### src/rtl/lfsr_pkg.sv
// Shared helpers for the Galois LFSR stream generator: the single-step function
// and the parameter-legality check used at elaboration.
package lfsr_pkg;

    localparam int unsigned LFSR_MAX_W = 32;

    // One right-shift Galois step; state and taps are zero-extended to 32 bits.
    function automatic logic [LFSR_MAX_W-1:0] lfsr_step(
        input logic [LFSR_MAX_W-1:0] state,
        input logic [LFSR_MAX_W-1:0] taps
    );
        return (state >> 1) ^ (taps & {LFSR_MAX_W{state[0]}});
    endfunction

    function automatic bit lfsr_params_ok(
        input int unsigned           width,
        input logic [LFSR_MAX_W-1:0] taps,
        input logic [LFSR_MAX_W-1:0] seed,
        input int unsigned           stride
    );
        if (width < 3 || width > LFSR_MAX_W) return 1'b0;
        if (taps[width-1] != 1'b1)           return 1'b0;
        if (seed == '0)                      return 1'b0;
        if (stride < 1 || stride > width)    return 1'b0;
        return 1'b1;
    endfunction

endpackage

### src/rtl/lfsr_stream_if.sv
// Valid/ready stream bundle of the LFSR word source, plus its control inputs.
interface lfsr_stream_if #(
    parameter int unsigned WIDTH = 8,
    parameter int unsigned CNT_W = 8
);
    logic             i_en;
    logic             i_load;
    logic [WIDTH-1:0] i_seed;
    logic             i_ready;
    logic [WIDTH-1:0] o_data;
    logic             o_valid;
    logic             o_wrap;
    logic [CNT_W-1:0] o_count;
    logic             o_lockup;

    modport master (
        input  i_en, i_load, i_seed, i_ready,
        output o_data, o_valid, o_wrap, o_count, o_lockup
    );

    modport slave (
        output i_en, i_load, i_seed, i_ready,
        input  o_data, o_valid, o_wrap, o_count, o_lockup
    );
endinterface

### src/rtl/lfsr_stride.sv
// Combinational unroll of STRIDE Galois steps, producing one word advance.
module lfsr_stride
    import lfsr_pkg::*;
#(
    parameter int unsigned      WIDTH  = 8,
    parameter logic [WIDTH-1:0] TAPS   = 8'hB8,
    parameter int unsigned      STRIDE = 1
) (
    input  logic [WIDTH-1:0] state_i,
    output logic [WIDTH-1:0] next_o
);

    logic [WIDTH-1:0] acc;

    always_comb begin
        acc = state_i;
        for (int unsigned i = 0; i < STRIDE; i++) begin
            acc = WIDTH'(lfsr_step(LFSR_MAX_W'(acc), LFSR_MAX_W'(TAPS)));
        end
    end

    assign next_o = acc;

endmodule

### src/rtl/lfsr_stream.sv
// Backpressure-aware Galois LFSR word source with seed load, stride,
// period (wrap) detection and all-zero lockup recovery.
module lfsr_stream
    import lfsr_pkg::*;
#(
    parameter int unsigned      WIDTH        = 8,
    parameter logic [WIDTH-1:0] TAPS         = 8'hB8,
    parameter int unsigned      STRIDE       = 1,
    parameter logic [WIDTH-1:0] SEED_DEFAULT = 8'd100,
    parameter int unsigned      CNT_W        = 8
) (
    input  logic          i_clk,
    input  logic          i_nreset,
    lfsr_stream_if.master s
);

    localparam bit PARAMS_OK = lfsr_params_ok(WIDTH, LFSR_MAX_W'(TAPS),
                                              LFSR_MAX_W'(SEED_DEFAULT), STRIDE);

    if (!PARAMS_OK) begin : g_bad_params
        $error("lfsr_stream: illegal WIDTH/TAPS/SEED_DEFAULT/STRIDE combination");
    end

    logic [WIDTH-1:0] r_q, r_d;
    logic [WIDTH-1:0] ref_q, ref_d;
    logic             valid_q, valid_d;
    logic             wrap_q, wrap_d;
    logic [CNT_W-1:0] count_q, count_d;
    logic             lockup_q, lockup_d;
    logic [WIDTH-1:0] stride_next_c;
    logic             advance_c;

    lfsr_stride #(
        .WIDTH  (WIDTH),
        .TAPS   (TAPS),
        .STRIDE (STRIDE)
    ) u_stride (
        .state_i (r_q),
        .next_o  (stride_next_c)
    );

    assign advance_c = s.i_en && (!valid_q || s.i_ready);

    // Priority: load > zero-state recovery > advance > drain.
    always_comb begin
        r_d      = r_q;
        ref_d    = ref_q;
        valid_d  = valid_q;
        wrap_d   = wrap_q;
        count_d  = count_q;
        lockup_d = 1'b0;
        if (s.i_load) begin
            if (s.i_seed == '0) begin
                r_d      = SEED_DEFAULT;
                lockup_d = 1'b1;
            end else begin
                r_d = s.i_seed;
            end
            ref_d   = r_d;
            valid_d = 1'b0;
            wrap_d  = 1'b0;
            count_d = '0;
        end else if (r_q == '0) begin
            r_d      = SEED_DEFAULT;
            valid_d  = 1'b0;
            lockup_d = 1'b1;
        end else if (advance_c) begin
            r_d     = stride_next_c;
            valid_d = 1'b1;
            wrap_d  = (stride_next_c == ref_q);
            count_d = wrap_q ? CNT_W'(1) : count_q + CNT_W'(1);
        end else if (valid_q && s.i_ready) begin
            valid_d = 1'b0;
        end
    end

    always_ff @(posedge i_clk or negedge i_nreset) begin
        if (!i_nreset) begin
            r_q      <= SEED_DEFAULT;
            ref_q    <= SEED_DEFAULT;
            valid_q  <= 1'b0;
            wrap_q   <= 1'b0;
            count_q  <= '0;
            lockup_q <= 1'b0;
        end else begin
            r_q      <= r_d;
            ref_q    <= ref_d;
            valid_q  <= valid_d;
            wrap_q   <= wrap_d;
            count_q  <= count_d;
            lockup_q <= lockup_d;
        end
    end

    assign s.o_data   = r_q;
    assign s.o_valid  = valid_q;
    assign s.o_wrap   = wrap_q;
    assign s.o_count  = count_q;
    assign s.o_lockup = lockup_q;

endmodule

### src/flat_wrapper.sv
// flat-port wrapper written by rule: the top's interface ports become plain ports
module lfsr_stream_flat import lfsr_pkg::*;
#(
    parameter int unsigned      WIDTH        = 8,
    parameter logic [WIDTH-1:0] TAPS         = 8'hB8,
    parameter int unsigned      STRIDE       = 1,
    parameter logic [WIDTH-1:0] SEED_DEFAULT = 8'd100,
    parameter int unsigned      CNT_W        = 8
)
  (i_clk, i_nreset, s_i_en, s_i_load, s_i_seed, s_i_ready, s_o_data, s_o_valid, s_o_wrap, s_o_count, s_o_lockup);
  lfsr_stream_if #(.WIDTH(WIDTH), .CNT_W(CNT_W)) s_i ();
  input  logic i_clk;
  input  logic i_nreset;
  input wire logic [$bits(s_i.i_en)-1:0] s_i_en;
  input wire logic [$bits(s_i.i_load)-1:0] s_i_load;
  input wire logic [$bits(s_i.i_seed)-1:0] s_i_seed;
  input wire logic [$bits(s_i.i_ready)-1:0] s_i_ready;
  output wire logic [$bits(s_i.o_data)-1:0] s_o_data;
  output wire logic [$bits(s_i.o_valid)-1:0] s_o_valid;
  output wire logic [$bits(s_i.o_wrap)-1:0] s_o_wrap;
  output wire logic [$bits(s_i.o_count)-1:0] s_o_count;
  output wire logic [$bits(s_i.o_lockup)-1:0] s_o_lockup;
  assign s_i.i_en = s_i_en;
  assign s_i.i_load = s_i_load;
  assign s_i.i_seed = s_i_seed;
  assign s_i.i_ready = s_i_ready;
  assign s_o_data = s_i.o_data;
  assign s_o_valid = s_i.o_valid;
  assign s_o_wrap = s_i.o_wrap;
  assign s_o_count = s_i.o_count;
  assign s_o_lockup = s_i.o_lockup;
  lfsr_stream #(.WIDTH(WIDTH), .TAPS(TAPS), .STRIDE(STRIDE), .SEED_DEFAULT(SEED_DEFAULT), .CNT_W(CNT_W)) u_core (.i_clk(i_clk), .i_nreset(i_nreset), .s(s_i));
endmodule
### config.mk
export PLATFORM = sky130hd
export DESIGN_NAME = lfsr_stream_flat
export DESIGN_NICKNAME = d
export VERILOG_FILES = /design/src/rtl/lfsr_pkg.sv /design/src/rtl/lfsr_stream_if.sv /design/src/rtl/lfsr_stride.sv /design/src/rtl/lfsr_stream.sv /design/src/flat_wrapper.sv
export SDC_FILE = /design/constraint.sdc
export NUM_CORES = 1
export LEC_CHECK = 0
export CAP_MARGIN = 20
export CORE_ASPECT_RATIO = 2
export CORE_MARGIN = 2
export CORE_UTILIZATION = 50
export CTS_CLUSTER_SIZE = 12
export DETAILED_ROUTE_END_ITERATION = 12
export GPL_TIMING_DRIVEN = 1
export HOLD_SLACK_MARGIN = 0.15
export PLACE_DENSITY = 0.8
export REMOVE_ABC_BUFFERS = 1
export SYNTH_ARGS = -nofsm -noshare
export SYNTH_HDL_FRONTEND = slang
export SYNTH_SLANG_ARGS = --single-unit
### constraint.sdc
create_clock -name i_clk -period 3 [get_ports i_clk]
set_input_delay 0.45 -clock i_clk [delete_from_list [all_inputs] [get_ports i_clk]]
set_output_delay 0.45 -clock i_clk [all_outputs]
set_load 0.03 [all_outputs]
==> flow_summary.ini, run 1 <==
[routing]
drt_iter0_markers = 61
antenna_left = 0
routed_wl_mm = 3.667
wl_per_cell_um = 17.89
vias_per_cell = 6.132
drtPass1Iterations = 4
vias = 1257
drc = 0

[clock_tree]
ctsResizeCount = 0
cts.clk_slew.worst_paths_ns = 0.09
post_cts_buffers = 0
cts_sinks = 27
cts_hold_buf = 0
cts_tree = built
cts_htree_levels = 1
clock_latency_ns = 0.28
cts_buffer_depth = 2
cts_made_buffers = 3
cts_root_buffer = clkbuf_8

[die]
pin_count = 32
die_area_sq_um = 3384
core-area_sq_um = 2770
die_y_um = 80.29
die_w_um = 42.15
start_util_pct = 52.53
num_rows = 27

[timing]
post-route-period-util_pct = 68.64
report.final.slew_viol_count = 0
fin_hold_ws_ns = 0.5040
fmaxAchievable_mhz = 485.6
slew_headroom_pct = 58.73
rsz0062_at_grt = no
finalSetupViolations = 0
tightest_slew_ns = 0.6139
final_hold_viol_count = 0
tns_ns = 0
finalCriticalPeriod_ns = 2.059
clock_skew_ns = 0.005121

[yosys]
synthCells = 143
synth-edff-count = 0
synth_area_sq_um = 1455
synth_ff_type = dfrtp_1
synth_area_leaders = dfrtp_1, dfstp_2, xnor2_1, o21ai_0, mux2_2
ys_ff_latch = 27
synth-seq-area-share_pct = 46.95
yosysWarnings = 0
synth_most_common_cell = dfrtp_1
ys_types = 41
synth.avg_cell_area_sq_um = 10.18
synthArstFlopShare_pct = 100.0
yosysTopAreaCell = dfrtp_1
synth_common_cells = dfrtp_1, o21ai_0, nand2_1
synth_top_area_share_pct = 36.11

[global_route]
track_usage_pct = 23.75
grt_start_max_net_pins = 30
grt_pass1_wl_mm = 6.127
grt_pass1_vias = 1266
antenna_found_initial = 0
grt.overflow.total = 0

[final_layout]
layout.area.seq_sq_um = 683.2
nets = 191
finalCoreUtilization_pct = 66.53
multi_input_area_sq_um = 723.2
area_growth_syn_to_layout_pct = 26.66
finalNonFillerCells = 205
drive_gt1_share_pct = 11.93
fill_cells = 219
n_antenna_cell = 0

[power]
powerDensity_nw_per_um2 = 476.0
leakage_nw = 0.7501
ir_drop_mv = 0.3719

[setup_path]
max_stage_delay_ns = 0.75
critical_path.startpoint = u_core.s.o_data[0]$_DFFE_PN0P_
cpMaxStageDelayCell = clkdlybuf4s50_1
r2r-start = u_core.s.o_data[0]$_DFFE_PN0P_
end_kind = primary output
critPathTopFamily = buffers and inverters
crit_path_cell_trace = clkdlybuf4s50_1
path_buf_inv = 1
worst-path-max-fanout = 7
worst_ep_required_time_ns = 2.55
critPathKind = reg2out
start_kind = register
arrival_ns = 1.61

[placed_design]
dp.cells = 201
port_buffers = 31
dp_hpwl_mm = 2.588
routabilityCongestion = 0.8324

[min_path]
hold_start = u_core.ref_q[2]$_DFFE_PN1P_
hp-class = reg2reg

[status]
status = finished, final reports clean

[flow_run]
maxCapViolCount = 0
==> where the power goes <==
group          total [mW]  leakage (nW)  switching (mW)  internal [mW]
clock               0.210        0.0228           0.115         0.0954
combinational       0.225         0.394           0.122          0.103
sequential          0.441         0.333          0.0422          0.399
==> flip-flops by register name (all words and copies together) (netlist names) <==
name / count
u_core.s.o_lockup: 1
u_core.s.o_wrap: 1
u_core.s.o_count: 8
u_core.s.o_valid: 1
u_core.s.o_data: 8
u_core.ref_q: 8
==> path summary, 6_finish.rpt <==
| path | end | slack [ns] | depth (start not counted) |
|---|---|---|---|
| max | s_o_data[0] | 0.94 | 1 |
| min in group asynchronous | u_core.s.o_valid$_DFFE_PN0P_ | 0.54 | 2 |
| min reg2reg | u_core.ref_q[2]$_DFFE_PN1P_ | 0.50 | 2 |
| min | u_core.ref_q[2]$_DFFE_PN1P_ | 0.50 | 2 |
| max in group asynchronous | u_core.ref_q[2]$_DFFE_PN1P_ | 2.15 | 2 |
| max reg2reg | u_core.s.o_count[2]$_DFFE_PN0P_ | 1.06 | 4 |
==> per-layer routing <==
layer,GRT usage [%],routed length [um]
met3,1.798,155
met5,0,0
met4,11.25,112
met1,26.73,1352
met2,44.06,2047
==> metrics by stage <==
step / power, mW / worst slack (ns) / instance area [sq um]
floorplan: 0.5727 / 1.122 / 1436
global placement: 0.6643 / 0.8425 / 1798
detailed placement: 0.6705 / 0.7785 / 1798
CTS: 0.8799 / 0.9468 / 1843
global route: 0.9166 / 0.8942 / 1843
finish: 0.8772 / 0.9408 / 1843
==> final cells by class <==
type	instances	share of cell area [%]
Sequential cell	27	37.07
Inverter	8	1.629
Clock buffer	4	2.444
Tap cell	29	1.969
Timing Repair Buffer	33	17.65
Multi-Input combinational cell	104	39.24
==> layout by cell type, fill, tap and decap left out, types with 2 or more instances in the layout <==
cell	instances
a21oi_1	8
a22o_1	4
a31oi_1	5
a41oi_1	2
and3_1	2
buf_4	2
clkbuf_8	3
clkdlybuf4s50_1	31
dfrtp_1	21
dfstp_2	6
inv_1	8
mux2_2	4
nand2_1	10
nand2b_1	5
nand3_1	3
nand3b_1	2
nand4_1	2
nor2_1	5
nor2b_1	4
nor3_1	3
nor3b_1	3
nor4_1	2
o21ai_0	12
xnor2_1	7
xor2_1	5
==> logic make-up (layout without fill, tap and decap cells) <==
| logic type | count (synthesis) | in the layout | share of synthesized area, % |
|---|---|---|---|
| AOI/OAI and AO/OA | 38 | 38 | 17.89 |
| and+or+nand+nor | 48 | 48 | 19.95 |
| adders and majority gates | 1 | 1 | 0.8597 |
| DFF | 27 | 27 | 46.95 |
| xor gates and xnor gates | 12 | 12 | 7.223 |
| buffers and inverters | 12 | 45 | 3.354 |
| muxes | 5 | 5 | 3.783 |
Note: power is estimated with default switching activity, not from simulation.
==> run 2: changes to the inputs <==
Clock period 3 ns to 2.2 ns, I/O delays scaled along.
==> run 2 against run 1 <==
Critical path depth unchanged. Final cell count increased by 2.0%. Clock power increased by 39%. Highest routed layer unchanged.
==> flow_summary.ini, run 2 (same netlist as run 1, synthesis figures left out) <==
[global_route]
grt.overflow.total = 0
track_usage_pct = 22.85
antenna_found_initial = 0
grt_pass1_wl_mm = 5.913
grt_start_max_net_pins = 30
grt_pass1_vias = 1267

[status]
status = finished, final reports clean

[clock_tree]
post_cts_buffers = 0
cts_tree = built
cts_htree_levels = 1
cts_buffer_depth = 2
cts_hold_buf = 0
cts.clk_slew.worst_paths_ns = 0.09
cts_sinks = 27
clock_latency_ns = 0.28
cts_made_buffers = 3
cts_root_buffer = clkbuf_8
ctsResizeCount = 0

[min_path]
hp-class = in2async

[setup_path]
worst_ep_required_time_ns = 1.87
max_stage_delay_ns = 0.75
start_kind = register
worst-path-max-fanout = 7
end_kind = primary output
critPathKind = reg2out
critPathTopFamily = buffers and inverters
arrival_ns = 1.62
crit_path_cell_trace = clkdlybuf4s50_1
cpMaxStageDelayCell = clkdlybuf4s50_1
path_buf_inv = 1

[timing]
finalSetupViolations = 0
final_hold_viol_count = 0
slew_headroom_pct = 69.65
finalCriticalPeriod_ns = 1.954
clock_skew_ns = 0.003107
fmaxAchievable_mhz = 511.7
fin_hold_ws_ns = 0.4200
rsz0062_at_grt = no
tightest_slew_ns = 0.4543
tns_ns = 0
setup_ws_ns = 0.2458
post-route-period-util_pct = 88.83
report.final.slew_viol_count = 0

[routing]
antenna_left = 0
drtPass1Iterations = 4
wl_per_cell_um = 16.89
drt_iter0_markers = 40
routed_wl_mm = 3.530
vias = 1269
vias_per_cell = 6.072
drc = 0

[final_layout]
drive_gt1_share_pct = 14.44
final_cell_mix = clkdlybuf4s50_1, dfrtp_1, o21ai_0, nand2_1
area_growth_syn_to_layout_pct = 28.80
layout_commonest_cell = clkdlybuf4s50_1
n_antenna_cell = 0
nets = 195
fill_cells = 223

[die]
num_rows = 27
die_y_um = 80.29
pin_count = 32
die_w_um = 42.15
start_util_pct = 52.53
core-area_sq_um = 2770
die_area_sq_um = 3384

[placed_design]
routabilityCongestion = 0.9063
dp_hpwl_mm = 2.649
dp_slack_ns = 0.1489
port_buffers = 31

[power]
powerDensity_nw_per_um2 = 642.9
ir_drop_mv = 0.4825
leakage_nw = 0.7729

[flow_run]
maxCapViolCount = 0
## run 2: changes by cell type in the layout (fill, tap and decap cells not counted)
cell and change:
clkbuf_1 -1, buf_4 +4, clkinv_2 +1
## run 2: per-layer routing
layer | global-route usage [%] | share of wire [%] | up-vias
li1 | - | - | 591
met1 | 26.12 | 39 | 627
met2 | 41.09 | 55 | 43
met3 | 2.697 | 4.3 | 8
met4 | 11.25 | 2.4 | 0
met5 | 0 | 0 | -
## run 2: through the flow
stage	instances	power [mW]	utilization, %	cell area [sq um]
after global placement	205	0.9134	65.99	1828
after detailed placement	205	0.9219	65.99	1828
after CTS	209	1.206	67.66	1874
after floorplan	139	0.7809	-	1436
after global routing	209	1.257	67.66	1874
final	209	1.205	67.66	1874
## run 2: path summary, 6_finish.rpt
check                                                from                               to  slack [ns]  cells past startpoint
setup / recovery           u_core.s.o_data[0]$_DFFE_PN0P_                      s_o_data[0]        0.25                      1
hold / removal                                   i_nreset   u_core.s.o_data[1]$_DFFE_PN0P_        0.42                      2
setup reg to reg           u_core.s.o_data[5]$_DFFE_PN1P_  u_core.s.o_count[2]$_DFFE_PN0P_        0.38                      5
hold reg to reg               u_core.ref_q[2]$_DFFE_PN1P_      u_core.ref_q[2]$_DFFE_PN1P_        0.51                      2
max in group asynchronous                        i_nreset      u_core.ref_q[2]$_DFFE_PN1P_        1.47                      2
min in group i_clk            u_core.ref_q[2]$_DFFE_PN1P_      u_core.ref_q[2]$_DFFE_PN1P_        0.51                      2
## run 2: area by class of cell
class                           count  area [sq um]  area share, %
Tap cell                           29         36.28          1.936
Multi-Input combinational cell    104         723.2          38.58
Sequential cell                    27         683.2          36.45
Clock inverter                      1         5.005         0.2670
Clock buffer                        3         41.29          2.203
Inverter                            8         30.03          1.602
Timing Repair Buffer               37         355.3          18.96
## run 2: report_power, final
group,total [mW],leakage [nW],switching (mW),internal [mW]
clock network,0.291,0.0255,0.163,0.127
registers,0.602,0.333,0.0578,0.544
logic,0.312,0.414,0.166,0.146
total,1.21,0.773,0.387,0.818
==> run 3: changes to the inputs <==
Settings changed: GPL_TIMING_DRIVEN 1 to not set, TNS_END_PERCENT set to 30.
==> results of run 3 <==
No change in the layout: final DEF, timing and power equal those of run 2.
